===== config.mk =====
export PLATFORM = sky130hd
export DESIGN_NAME = multicycle_control
export DESIGN_NICKNAME = d
export VERILOG_FILES = /design/src/rtl/multicycle_control.sv
export SDC_FILE = /design/constraint.sdc
export NUM_CORES = 1
export LEC_CHECK = 0
export CORE_AREA = 4 4 41 43
export DETAILED_ROUTE_END_ITERATION = 16
export DIE_AREA = 0 0 45 47
export DONT_BUFFER_PORTS = 1
export GPL_TIMING_DRIVEN = 0
export SYNTH_ARGS = -nofsm -noshare
export SYNTH_HDL_FRONTEND = slang
export SYNTH_SLANG_ARGS = --single-unit

===== constraint.sdc =====
create_clock -name clk -period 2.7 [get_ports clk]
set_clock_uncertainty 0.2 [all_clocks]
set_input_delay 0.675 -clock clk [delete_from_list [all_inputs] [get_ports clk]]
set_output_delay 0.675 -clock clk [all_outputs]
set_load 0.1 [all_outputs]

===== src/rtl/multicycle_control.sv =====
// rtl/multicycle_control.sv - multicycle datapath control FSM
//
// Moore controller for a five-class multicycle datapath: lw, sw, R-type, beq and j.
// Optional feature macro: MC_ILLEGAL_TRAP_EN. When it is defined, an illegal opcode
// enters TRAP and stays there until reset. When it is undefined, an illegal opcode
// is treated as a NOP.
//
// Ports
//   clk                   rising-edge clock
//   reset                 synchronous active-high reset
//   op[5:0]               opcode from the instruction register
//   mem_ready             memory access completes this cycle
//   aluop2..aluop0        ALU-op class (000 add, 001 sub, 100 funct decode)
//   pcwrite, pcwritecond  PC write enables
//   iord                  memory address select (0 PC, 1 ALUOut)
//   memread, memwrite     memory strobes
//   memtoreg              register write data select (1 MDR)
//   irwrite               instruction register load
//   regdst                destination register select (1 rd)
//   regwrite              register file write enable
//   alusrca               ALU A select (1 reg A)
//   alusrcb[1:0]          ALU B select
//   pcsource[1:0]         next-PC select
//   state[3:0]            current state code
//   trap                  illegal-opcode indicator

module multicycle_control (
   input  logic       clk,
   input  logic       reset,
   input  logic [5:0] op,
   input  logic       mem_ready,
   output logic       aluop2,
   output logic       aluop1,
   output logic       aluop0,
   output logic       pcwrite,
   output logic       pcwritecond,
   output logic       iord,
   output logic       memread,
   output logic       memwrite,
   output logic       memtoreg,
   output logic       irwrite,
   output logic       regdst,
   output logic       regwrite,
   output logic       alusrca,
   output logic [1:0] alusrcb,
   output logic [1:0] pcsource,
   output logic [3:0] state,
   output logic       trap
);

   typedef enum logic [3:0] {
      FETCH  = 4'd0,
      DECODE = 4'd1,
      MEMADR = 4'd2,
      MEMRD  = 4'd3,
      MEMWB  = 4'd4,
      MEMWR  = 4'd5,
      EXEC   = 4'd6,
      RTWB   = 4'd7,
      BRANCH = 4'd8,
      JUMP   = 4'd9
`ifdef MC_ILLEGAL_TRAP_EN
      , TRAP = 4'd10
`endif
   } state_t;

   localparam logic [5:0] OP_LW  = 6'b100011;
   localparam logic [5:0] OP_SW  = 6'b101011;
   localparam logic [5:0] OP_RT  = 6'b000000;
   localparam logic [5:0] OP_BEQ = 6'b000100;
   localparam logic [5:0] OP_J   = 6'b000010;

   state_t     cur, nxt;
   logic [2:0] aluop;

   always_ff @(posedge clk) begin
      if (reset) cur <= FETCH;
      else       cur <= nxt;
   end

   always_comb begin
      nxt         = FETCH;
      aluop       = 3'b000;
      pcwrite     = 1'b0;
      pcwritecond = 1'b0;
      iord        = 1'b0;
      memread     = 1'b0;
      memwrite    = 1'b0;
      memtoreg    = 1'b0;
      irwrite     = 1'b0;
      regdst      = 1'b0;
      regwrite    = 1'b0;
      alusrca     = 1'b0;
      alusrcb     = 2'b00;
      pcsource    = 2'b00;
      trap        = 1'b0;

      case (cur)
         FETCH: begin
            memread = 1'b1;
            alusrcb = 2'b01;
            irwrite = mem_ready;
            pcwrite = mem_ready;
            nxt     = mem_ready ? DECODE : FETCH;
         end
         DECODE: begin
            alusrcb = 2'b11;
            case (op)
               OP_LW, OP_SW: nxt = MEMADR;
               OP_RT:        nxt = EXEC;
               OP_BEQ:       nxt = BRANCH;
               OP_J:         nxt = JUMP;
`ifdef MC_ILLEGAL_TRAP_EN
               default:      nxt = TRAP;
`else
               default:      nxt = FETCH;
`endif
            endcase
         end
         MEMADR: begin
            alusrca = 1'b1;
            alusrcb = 2'b10;
            // op is stable here; anything other than sw was an lw
            nxt     = (op == OP_SW) ? MEMWR : MEMRD;
         end
         MEMRD: begin
            memread = 1'b1;
            iord    = 1'b1;
            nxt     = mem_ready ? MEMWB : MEMRD;
         end
         MEMWB: begin
            regwrite = 1'b1;
            memtoreg = 1'b1;
         end
         MEMWR: begin
            memwrite = 1'b1;
            iord     = 1'b1;
            nxt      = mem_ready ? FETCH : MEMWR;
         end
         EXEC: begin
            alusrca = 1'b1;
            aluop   = 3'b100;
            nxt     = RTWB;
         end
         RTWB: begin
            regwrite = 1'b1;
            regdst   = 1'b1;
         end
         BRANCH: begin
            alusrca     = 1'b1;
            aluop       = 3'b001;
            pcwritecond = 1'b1;
            pcsource    = 2'b01;
         end
         JUMP: begin
            pcwrite  = 1'b1;
            pcsource = 2'b10;
         end
`ifdef MC_ILLEGAL_TRAP_EN
         TRAP: begin
            trap = 1'b1;
            nxt  = TRAP;
         end
`endif
         // unused codes recover to FETCH with every enable low
         default: nxt = FETCH;
      endcase

      // reset gates side-effecting strobes in the same cycle, even mid-handshake
      if (reset) begin
         pcwrite     = 1'b0;
         pcwritecond = 1'b0;
         memread     = 1'b0;
         memwrite    = 1'b0;
         irwrite     = 1'b0;
         regwrite    = 1'b0;
         trap        = 1'b0;
         aluop       = 3'b000;
      end
   end

   assign aluop2 = aluop[2];
   assign aluop1 = aluop[1];
   assign aluop0 = aluop[0];
   assign state  = cur;

endmodule


==> results of run 1 <==
==> what timing repair did <==
item | CTS | global route
pin swaps | 4 | 10
gates resized for setup | 15 | 18
endpoints found under the hold margin | 0 | 0
setup endpoints to repair | 16 | 14
setup buffers | 4 | 16
hold buffers | 0 | 0
==> cell families after synthesis <==
group / Yosys count
buffers and inverters: 10
AND/OR/NAND/NOR: 46
AO/OA/AOI/OAI: 10
other: 1
XOR/XNOR: 3
flip-flops: 4
==> power groups by stage <==
stage	registers, mW	logic [mW]	clock network [mW]
detailed placement	0.0685	0.0899	0
CTS	0.0676	0.0972	0.0807
finish	0.0676	0.111	0.0763
global placement	0.0685	0.0882	0
floorplan	0.0683	0.0840	0
global route	0.0678	0.116	0.0871
==> critical path: cells and delay by family (launching register included) <==
family / cells / cell delay (ns)
and+or+nand+nor: 2 / 1.20
buffers and inverters: 2 / 0.53
DFF: 1 / 0.45
==> per-stage QoR <==
| stage | setup WS, ns | hold WS, ns |
|---|---|---|
| floorplan | -0.3943 | 0.5414 |
| finish | -0.6170 | 0.3003 |
| detailed placement | -0.4390 | 0.5490 |
| CTS | -0.6453 | 0.2902 |
| global placement | -0.4367 | 0.5535 |
| global route | -0.6915 | 0.2924 |
==> placed cells by master (no fill, tap or decap), drive strengths merged, types with 2 or more instances in the layout <==
cell and count:
nor4 4, nor2b 4, nor2 11, conb 2
dfxtp 4, a211o 2, or2 2, nand4 3
xnor2 3, buf 28, nand4bb 2, nor3b 3
nand2 5, a21oi 2, nor3 4, nand2b 4
clkbuf 4
==> routing by layer <==
layer | global-route usage, % | share of wire (%) | vias to the layer above
met5 | 0 | 0 | -
met4 | 10.53 | 2.2 | 0
met3 | 3.831 | 7.1 | 5
met2 | 28.81 | 52 | 26
met1 | 17.73 | 39 | 293
li1 | - | - | 306
==> final cells by class <==
class / instances / share of cell area, %
repair buffers: 19 / 15.90
plain buffers: 10 / 13.49
flip-flops and latches: 4 / 9.157
multi-input cells: 61 / 57.47
well taps: 15 / 1.807
clock buffers: 3 / 2.169
==> worst max-delay path by stage <==
stage | startpoint | endpoint | depth (start not counted) | slack, ns
after floorplan | state[3]$_SDFF_PP0_ | alusrcb[0] | 4 | -0.39
after global placement | state[3]$_SDFF_PP0_ | alusrcb[0] | 4 | -0.44
after detailed placement | state[1]$_SDFF_PP0_ | pcwritecond | 4 | -0.44
after CTS | state[1]$_SDFF_PP0_ | pcwritecond | 4 | -0.65
after global routing | state[1]$_SDFF_PP0_ | pcwritecond | 4 | -0.69
final | state[2]$_SDFF_PP0_ | pcwritecond | 4 | -0.62
==> flow_summary.ini, run 1 <==
[power]
peakVddDrop_uv = 267.8
p_leak_nw = 0.3566
p_sw_mw = 0.1121
internal-power_mw = 0.1432
pwr-share-clk_pct = 29.9
p_per_area_nw_per_um2 = 245.9
sw_frac_of_total_pct = 43.91
power_mw = 0.2553
combPwrFrac_pct = 43.7
seqPwrFrac_pct = 26.5

[clock_tree]
clockBufferDepth = 2
cts_made_buffers = 3
path_clk_slew_ns = 0.04
cts-root-buf = clkbuf_4
tritoncts = done
cts_sinks = 4
htreeDepth = 1
clk_latency_ns = 0.24

[sta]
finalSetupViolations = 15
fin_tns_setup_ns = -4.201
max_freq_mhz = 301.5
final.min_clock_period_ns = 3.317
max-slew-margin-rel_pct = 6.844
hold_viol_final = 0
slew_viol_final = 0
tightest_slew_ns = 1.387
final.period_utilization_pct = 122.9
rsz0062_at_grt = yes
setup_ws_ns = -0.6170

[placement]
gp_congestion = 0.6971
portBuffers = 0
hpwl_um = 1086
dpl.cell_count = 90
place_area_um2 = 729.5

[cells_and_area]
largest_reg_flops = 4
multiInputGateArea_um2 = 596.8
final_cells = 112
area_growth_pct = 98.57
fin_util_pct = 79.81
diodes = 0
area.sequential_um2 = 95.09
drive_gt1_share_pct = 65.98
final_area_um2 = 1039
fin_nets = 108
nFillCells = 84

[floorplan]
fp.coreArea_um2 = 1301
initial_utilization_pct = 40.19
die_w_um = 45
num_io_pins = 31
die_h_um = 47
fp-row-count = 13
die-area_um2 = 2115

[routing]
drcViolationCount = 0
vias = 630
routedWlPerCell_um = 15.15
routed_wirelength_um = 1697
viasPerCell = 5.625
ant_nets = 0
dr.pass1.iters = 4
drt_iter0_markers = 2

[logic_synthesis]
syn_area_per_cell_um2 = 7.068
synth_area_um2 = 523.0
synth_compound_area_share_pct = 15.55
synthXorXnorAreaFrac_pct = 5.024
synth_most_common_cell = nor2_1
synth-seq-cells = 4
synth_edf_count = 0
yosys_warnings = 0
synth_top_area_share_pct = 15.31
yosysSeqAreaShare_pct = 15.31
synth_ff_type = dfxtp_1
synth_area_leader_cell = dfxtp_1
postSynthCellCount = 74
synthAdderAreaFrac_pct = 0
yosys.area_share.simple_pct = 50.48
synthMuxAreaShare_pct = 0
synth_cell_types = 30
ys_top_cells_by_area = dfxtp_1 15%, nor2_1 7.9%, xnor2_1 5.0%
synthArstFlopShare_pct = 0
synth_top_family_by_area = simple AND/OR/NAND/NOR gates
ys_top_cells_by_count = 11 x nor2_1, 5 x nand2_1

[critical_path]
path_cells = clkbuf_16, nand2b_4, nor4_4, buf_6
cp.arrival_ns = 2.44
timing.rr.start = state[3]$_SDFF_PP0_
endpoint_kind = output port
required_ns = 1.82
max_stage_delay_ns = 1.04
worst-path-max-fanout = 5
cp-start-kind = register
reg2reg_slack_ns = 0.63
crit_slowest_cell = nor4_4
regToRegEndpoint = state[1]$_SDFF_PP0_
r2r_cells = 8
crit_type = register to output port

[status]
failed_checks = negative setup slack
status = complete, but fails checks

[min_path]
hold_path_depth = 1
hold_path_class = input port to register
hold_start = reset
min_to = state[3]$_SDFF_PP0_

[grt]
grtUsageTotal_pct = 16.43
grt_pass1_wl_um = 2435
overflow = 0
antenna_found_initial = 0
grt_start_max_net_pins = 11
grt_pass1_vias = 570

[run]
cap_violations = 0
No activity file was read; power rests on OpenSTA's default activity.
==> inputs of run 2 (changes only) <==
--- a/config.mk
+++ b/config.mk
@@ -9,6 +9,7 @@
 export DETAILED_ROUTE_END_ITERATION = 16
 export DIE_AREA = 0 0 45 47
 export DONT_BUFFER_PORTS = 1
+export GPL_ROUTABILITY_DRIVEN = 0
 export GPL_TIMING_DRIVEN = 0
 export SYNTH_ARGS = -nofsm -noshare
 export SYNTH_HDL_FRONTEND = slang
==> constraint.sdc (replaced) <==
create_clock -name clk -period 3.8 [get_ports clk]
set_clock_uncertainty 0.2 [all_clocks]
set_input_delay 0.95 -clock clk [delete_from_list [all_inputs] [get_ports clk]]
set_output_delay 0.95 -clock clk [all_outputs]
set_load 0.1 [all_outputs]
==> run 2 against run 1 <==
  * The flow now finishes without violations
  * Combinational power shrank 45%
  * Sequential power decreased by 29%
  * Cell count decreased by 16%
  * Critical path type unchanged
  * Highest routed layer is now met3
==> flow_summary.ini, run 2 (synthesized netlist as in run 1, its figures left out) <==
[status]
status = complete, no violations

[cells_and_area]
area_growth_pct = 37.80
diodes = 0
area.sequential_um2 = 92.59
fin_nets = 90
layout_commonest_cell = nor2_2
layout_common_cells = 7 x nor2_2, 5 x clkbuf_4, 5 x nand2_1
drive_gt1_share_pct = 46.84
nFillCells = 123
largest_reg_flops = 4
multiInputGateArea_um2 = 480.5
fin_util_pct = 55.38

[sta]
hold_viol_final = 0
tightest_slew_ns = 1.385
max_freq_mhz = 267.3
fin_tns_setup_ns = 0
final.period_utilization_pct = 98.44
final.min_clock_period_ns = 3.741
setup_ws_ns = 0.05920
slew_viol_final = 0
finalSetupViolations = 0
rsz0062_at_grt = no
max-slew-margin-rel_pct = 6.953

[critical_path]
cp-start-kind = register
endpoint_kind = output port
required_ns = 2.65
crit_type = register to output port
worst-path-max-fanout = 19
cp.arrival_ns = 2.59

[routing]
drt_iter0_markers = 10
routed_wirelength_um = 1299
drcViolationCount = 0
viasPerCell = 5.479
vias = 515
routedWlPerCell_um = 13.82
ant_nets = 0
dr.pass1.iters = 4

[floorplan]
initial_utilization_pct = 40.19
die_h_um = 47
fp-row-count = 13
fp.coreArea_um2 = 1301
die_w_um = 45
die-area_um2 = 2115
num_io_pins = 31

[clock_tree]
path_clk_slew_ns = 0.03
cts_sinks = 4
cts_made_buffers = 3
htreeDepth = 1
cts-root-buf = clkbuf_4
clk_latency_ns = 0.23
clockBufferDepth = 2
tritoncts = done
post_cts_buffers = 0

[power]
p_per_area_nw_per_um2 = 220.2
p_leak_nw = 0.2341
peakVddDrop_uv = 140.3

[grt]
grt_pass1_wl_um = 2083
overflow = 0
antenna_found_initial = 0
grtUsageTotal_pct = 13.25
grt_pass1_vias = 459
grt_start_max_net_pins = 20

[placement]
hpwl_um = 1066
dp_slack_ns = -0.3005
portBuffers = 0

[min_path]
hold_path_class = input port to register

[run]
cap_violations = 0
[run 2: cell types whose count changed in the layout (fill, tap and decap cells not counted), moves of 3 or more]
cell	before	now
nand2b_1	0	3
buf_6	8	3
nor2_4	8	1
buf_4	16	3
nor2_2	0	7
nand2b_4	4	0
[run 2: routing by layer]
layer | wire, um | track usage, % | vias to the layer above | share of wire (%)
li1 | - | - | 271 | -
met1 | 588 | 17.19 | 221 | 45
met2 | 578 | 20.06 | 23 | 44
met3 | 132 | 5.747 | 0 | 10
met4 | 0 | 3.509 | 0 | 0
met5 | 0 | 0 | - | 0
[run 2: area by class of cell]
type	instances	share of cell area (%)
plain buffers	9	10.59
repair buffers	2	4.167
well taps	15	2.604
multi-input cells	61	66.67
clock buffers	3	3.125
flip-flops and latches	4	12.85
[run 2: final timing paths]
path,start,to,slack (ns),depth (start not counted)
max,state[0]$_SDFF_PP0_,pcwritecond,0.06,3
min reg2reg,state[2]$_SDFF_PP0_,state[2]$_SDFF_PP0_,0.65,3
min,reset,state[3]$_SDFF_PP0_,0.60,1
max reg2reg,state[0]$_SDFF_PP0_,state[2]$_SDFF_PP0_,1.73,4
[run 2: what timing repair did]
action / 4_1_cts / 5_1_grt
hold buffers: 0 / 0
setup endpoints to repair: 9 / 3
resized for setup: 11 / 4
pin swaps: 2 / 2
[run 2: worst max-delay path, cell delays in order, from the launching register on]
cell and delay, ns:
dfxtp_2 0.48, buf_2 0.33, nor4_4 1.21, buf_6 0.34
[run 2: where the power goes]
group	internal, mW	total, mW	switching (mW)
Clock	0.0351	0.0496	0.0144
Sequential	0.0413	0.0482	0.00686
Combinational	0.0127	0.0609	0.0482
Total	0.0891	0.159	0.0695
[run 2: through the flow]
stage / cell area (um2) / hold slack (ns) / std cells / power, mW
2_1_floorplan: 579.3 / 0.8262 / 75 / 0.1054
3_3_place_gp: 598.1 / 0.8441 / 90 / 0.1081
3_5_place_dp: 669.4 / 0.8436 / 92 / 0.1114
4_1_cts: 710.7 / 0.5930 / 94 / 0.1611
5_1_grt: 720.7 / 0.6025 / 94 / 0.1685
6_report: 720.7 / 0.5969 / 94 / 0.1587
==> RTL change: new RTL, flow settings as in run 1 <==
Reset style: asynchronous (`reset`), changed in one clocked block. Comments in the files are not updated.
--- a/src/rtl/multicycle_control.sv
+++ b/src/rtl/multicycle_control.sv
@@ -73,7 +73,7 @@
    state_t     cur, nxt;
    logic [2:0] aluop;
 
-   always_ff @(posedge clk) begin
+   always_ff @(posedge clk or posedge reset) begin
       if (reset) cur <= FETCH;
       else       cur <= nxt;
    end
Check against the original RTL: differs if reset is asserted again (counterexample within 4 cycles, from zero or initial values and one cycle with reset high); with reset held inactive, the same outputs for 10 cycles.
==> RTL change against run 1 <==
The flow still finishes with violations (setup timing); sequential cell count unchanged; worst setup slack better by 0.16 ns; fmax increased by 5.1%; wire length down 6.0%; first-iteration DRC count did not move; core utilization decreased by 7.9 points; global-route usage decreased by 0.080 points; cell area is 9.9% lower; area after synthesis fell by 5.3%; highest routed layer unchanged.
Power is left out: it rests on default switching activity, and per cell area and clock period it moved more than threefold.
==> RTL change: results (changes against run 1) <==
outcome: "complete, but fails checks"  # unchanged
failed_checks: "setup timing"  # unchanged
cp.arrival_ns: 2.28  # was 2.44 ns
clock-root-buffer: "clkbuf_4"  # unchanged
numCtsBuffers: 3  # unchanged
drt_iter0_drc: 2  # unchanged
hpwl_mm: 1.116  # was 1.086 mm
synthAdderAreaFrac: 0  # unchanged
final_nets: 92  # was 108
dpl_cell_area_um2: 701.9  # was 729.5 um^2
grt_usage: 0.1635  # was 0.1643
crit_start: "state[0]"  # was state[2]
synth_compound_area_frac: 0.1692  # was 0.1555
h-tree-depth: 1  # unchanged
r2r-end: "state[1]"  # unchanged
min_path_type: "input port to async pin"  # was input port to register
synth_cell_types: 37  # was 30
grt_pass1_wl_mm: 2.477  # was 2.435 mm
crit_end: "memtoreg"  # was pcwritecond
port-buffer-count: 0  # unchanged
ys_top_cells_by_count: "5 x nand2_1, 5 x nor2_1, 5 x nor2b_1"  # was 11 x nor2_1, 5 x nand2_1
drt_wl_total_mm: 1.595  # was 1.697 mm
muxShareOfSynthArea: 0.02273  # was 0
async_flop_share: 1.000  # was 0
antenna_found_initial: 0  # unchanged
gp_congestion: 0.7882  # was 0.6971
reg2reg_depth: 7  # was 8
path_max_fanout: 5  # unchanged
nFillCells: 102  # was 84
grt_max_degree: 11  # unchanged
drt_first_pass_iters: 2  # was 4
vias_per_cell: 5.729  # was 5.625
drive_gt1_frac: 0.6914  # was 0.6598
synth_warnings: 0  # unchanged
synth_xor_xnor_area_share: 0.01768  # was 0.05024
max-clock-path-buffers: 2  # unchanged
largest_reg_flops: 4  # unchanged
rrSetupSlack_ns: 0.71  # was 0.63 ns
seqCellArea_um2: 115.1  # was 95.09 um^2
tns_ns: -3.369  # was -4.201 ns
fin_ws_ns: -0.4568  # was -0.6170 ns
path_clk_slew_ns: 0.04  # about the same
finalSetupViolCount: 13  # was 15
ys_seq_area_frac: 0.2020  # was 0.1531
synth_area_leaders: "dfrtp_1 20%, nor2b_1 6.3%, o211ai_2 5.1%"  # was dfxtp_1 15%, nor2_1 7.9%, xnor2_1 5.0%
clock_latency_ns: 0.24  # about the same
n_antenna_cell: 0  # unchanged
worst-slew-pin-transition_ns: 1.321  # was 1.387 ns
RTL change: cell count changes after synthesis, sizes merged, moves of 3 or more:
cell,before,now
nand4,3,0
buf,9,6
dfxtp,4,0
nor2,11,6
nand3,0,3
dfrtp,0,4
RTL change: per-layer routing:
metal | track usage | wire [um]
met4 | 0.1228 | 48
met1 | 0.1935 | 653
met3 | 0.01533 | 129
met5 | 0 | 0
met2 | 0.2740 | 763
RTL change: how the worst min path moves through the flow:
stage	startpoint	slack (ns)	cells past startpoint	to
4_1_cts	reset	0.04	1	state[0]
3_3_place_gp	reset	0.28	1	state[0]
5_1_grt	reset	0.04	1	state[0]
2_1_floorplan	reset	0.26	1	state[0]
3_5_place_dp	reset	0.28	1	state[0]
6_report	reset	0.03	1	state[0]
RTL change: layout make-up:
cell class / count / area share
multi-input combinational: 52 / 0.5615
timing repair buffer: 13 / 0.1364
sequential: 4 / 0.1230
clock buffer: 3 / 0.02406
buffer: 7 / 0.1190
inverter: 2 / 0.01604
tap: 15 / 0.02005
RTL change: logic make-up after synthesis:
group | count (synthesis)
and+or+nand+nor | 38
AOI/OAI and AO/OA | 10
buffers and inverters | 9
DFF | 4
xor gates and xnor gates | 1
muxes | 1
other | 1
RTL change: what timing repair did:
item,4_1_cts,5_1_grt
endpoints found under the setup margin,16,14
resized for setup,24,4
buffers inserted,8,5
pin swaps,13,4
RTL change: critical path, cell delays in order, from the launching register on:
cell,delay [ns]
dfrtp_4,0.63
clkbuf_16,0.22
buf_4,0.13
nor4b_4,1.06
RTL change: per-stage QoR:
| step | instances | worst slack [ns] |
|---|---|---|
| 2_1_floorplan | 65 | -0.2654 |
| 3_3_place_gp | 80 | -0.3412 |
| 3_5_place_dp | 80 | -0.3390 |
| 4_1_cts | 91 | -0.4764 |
| 5_1_grt | 96 | -0.5385 |
| 6_report | 96 | -0.4568 |
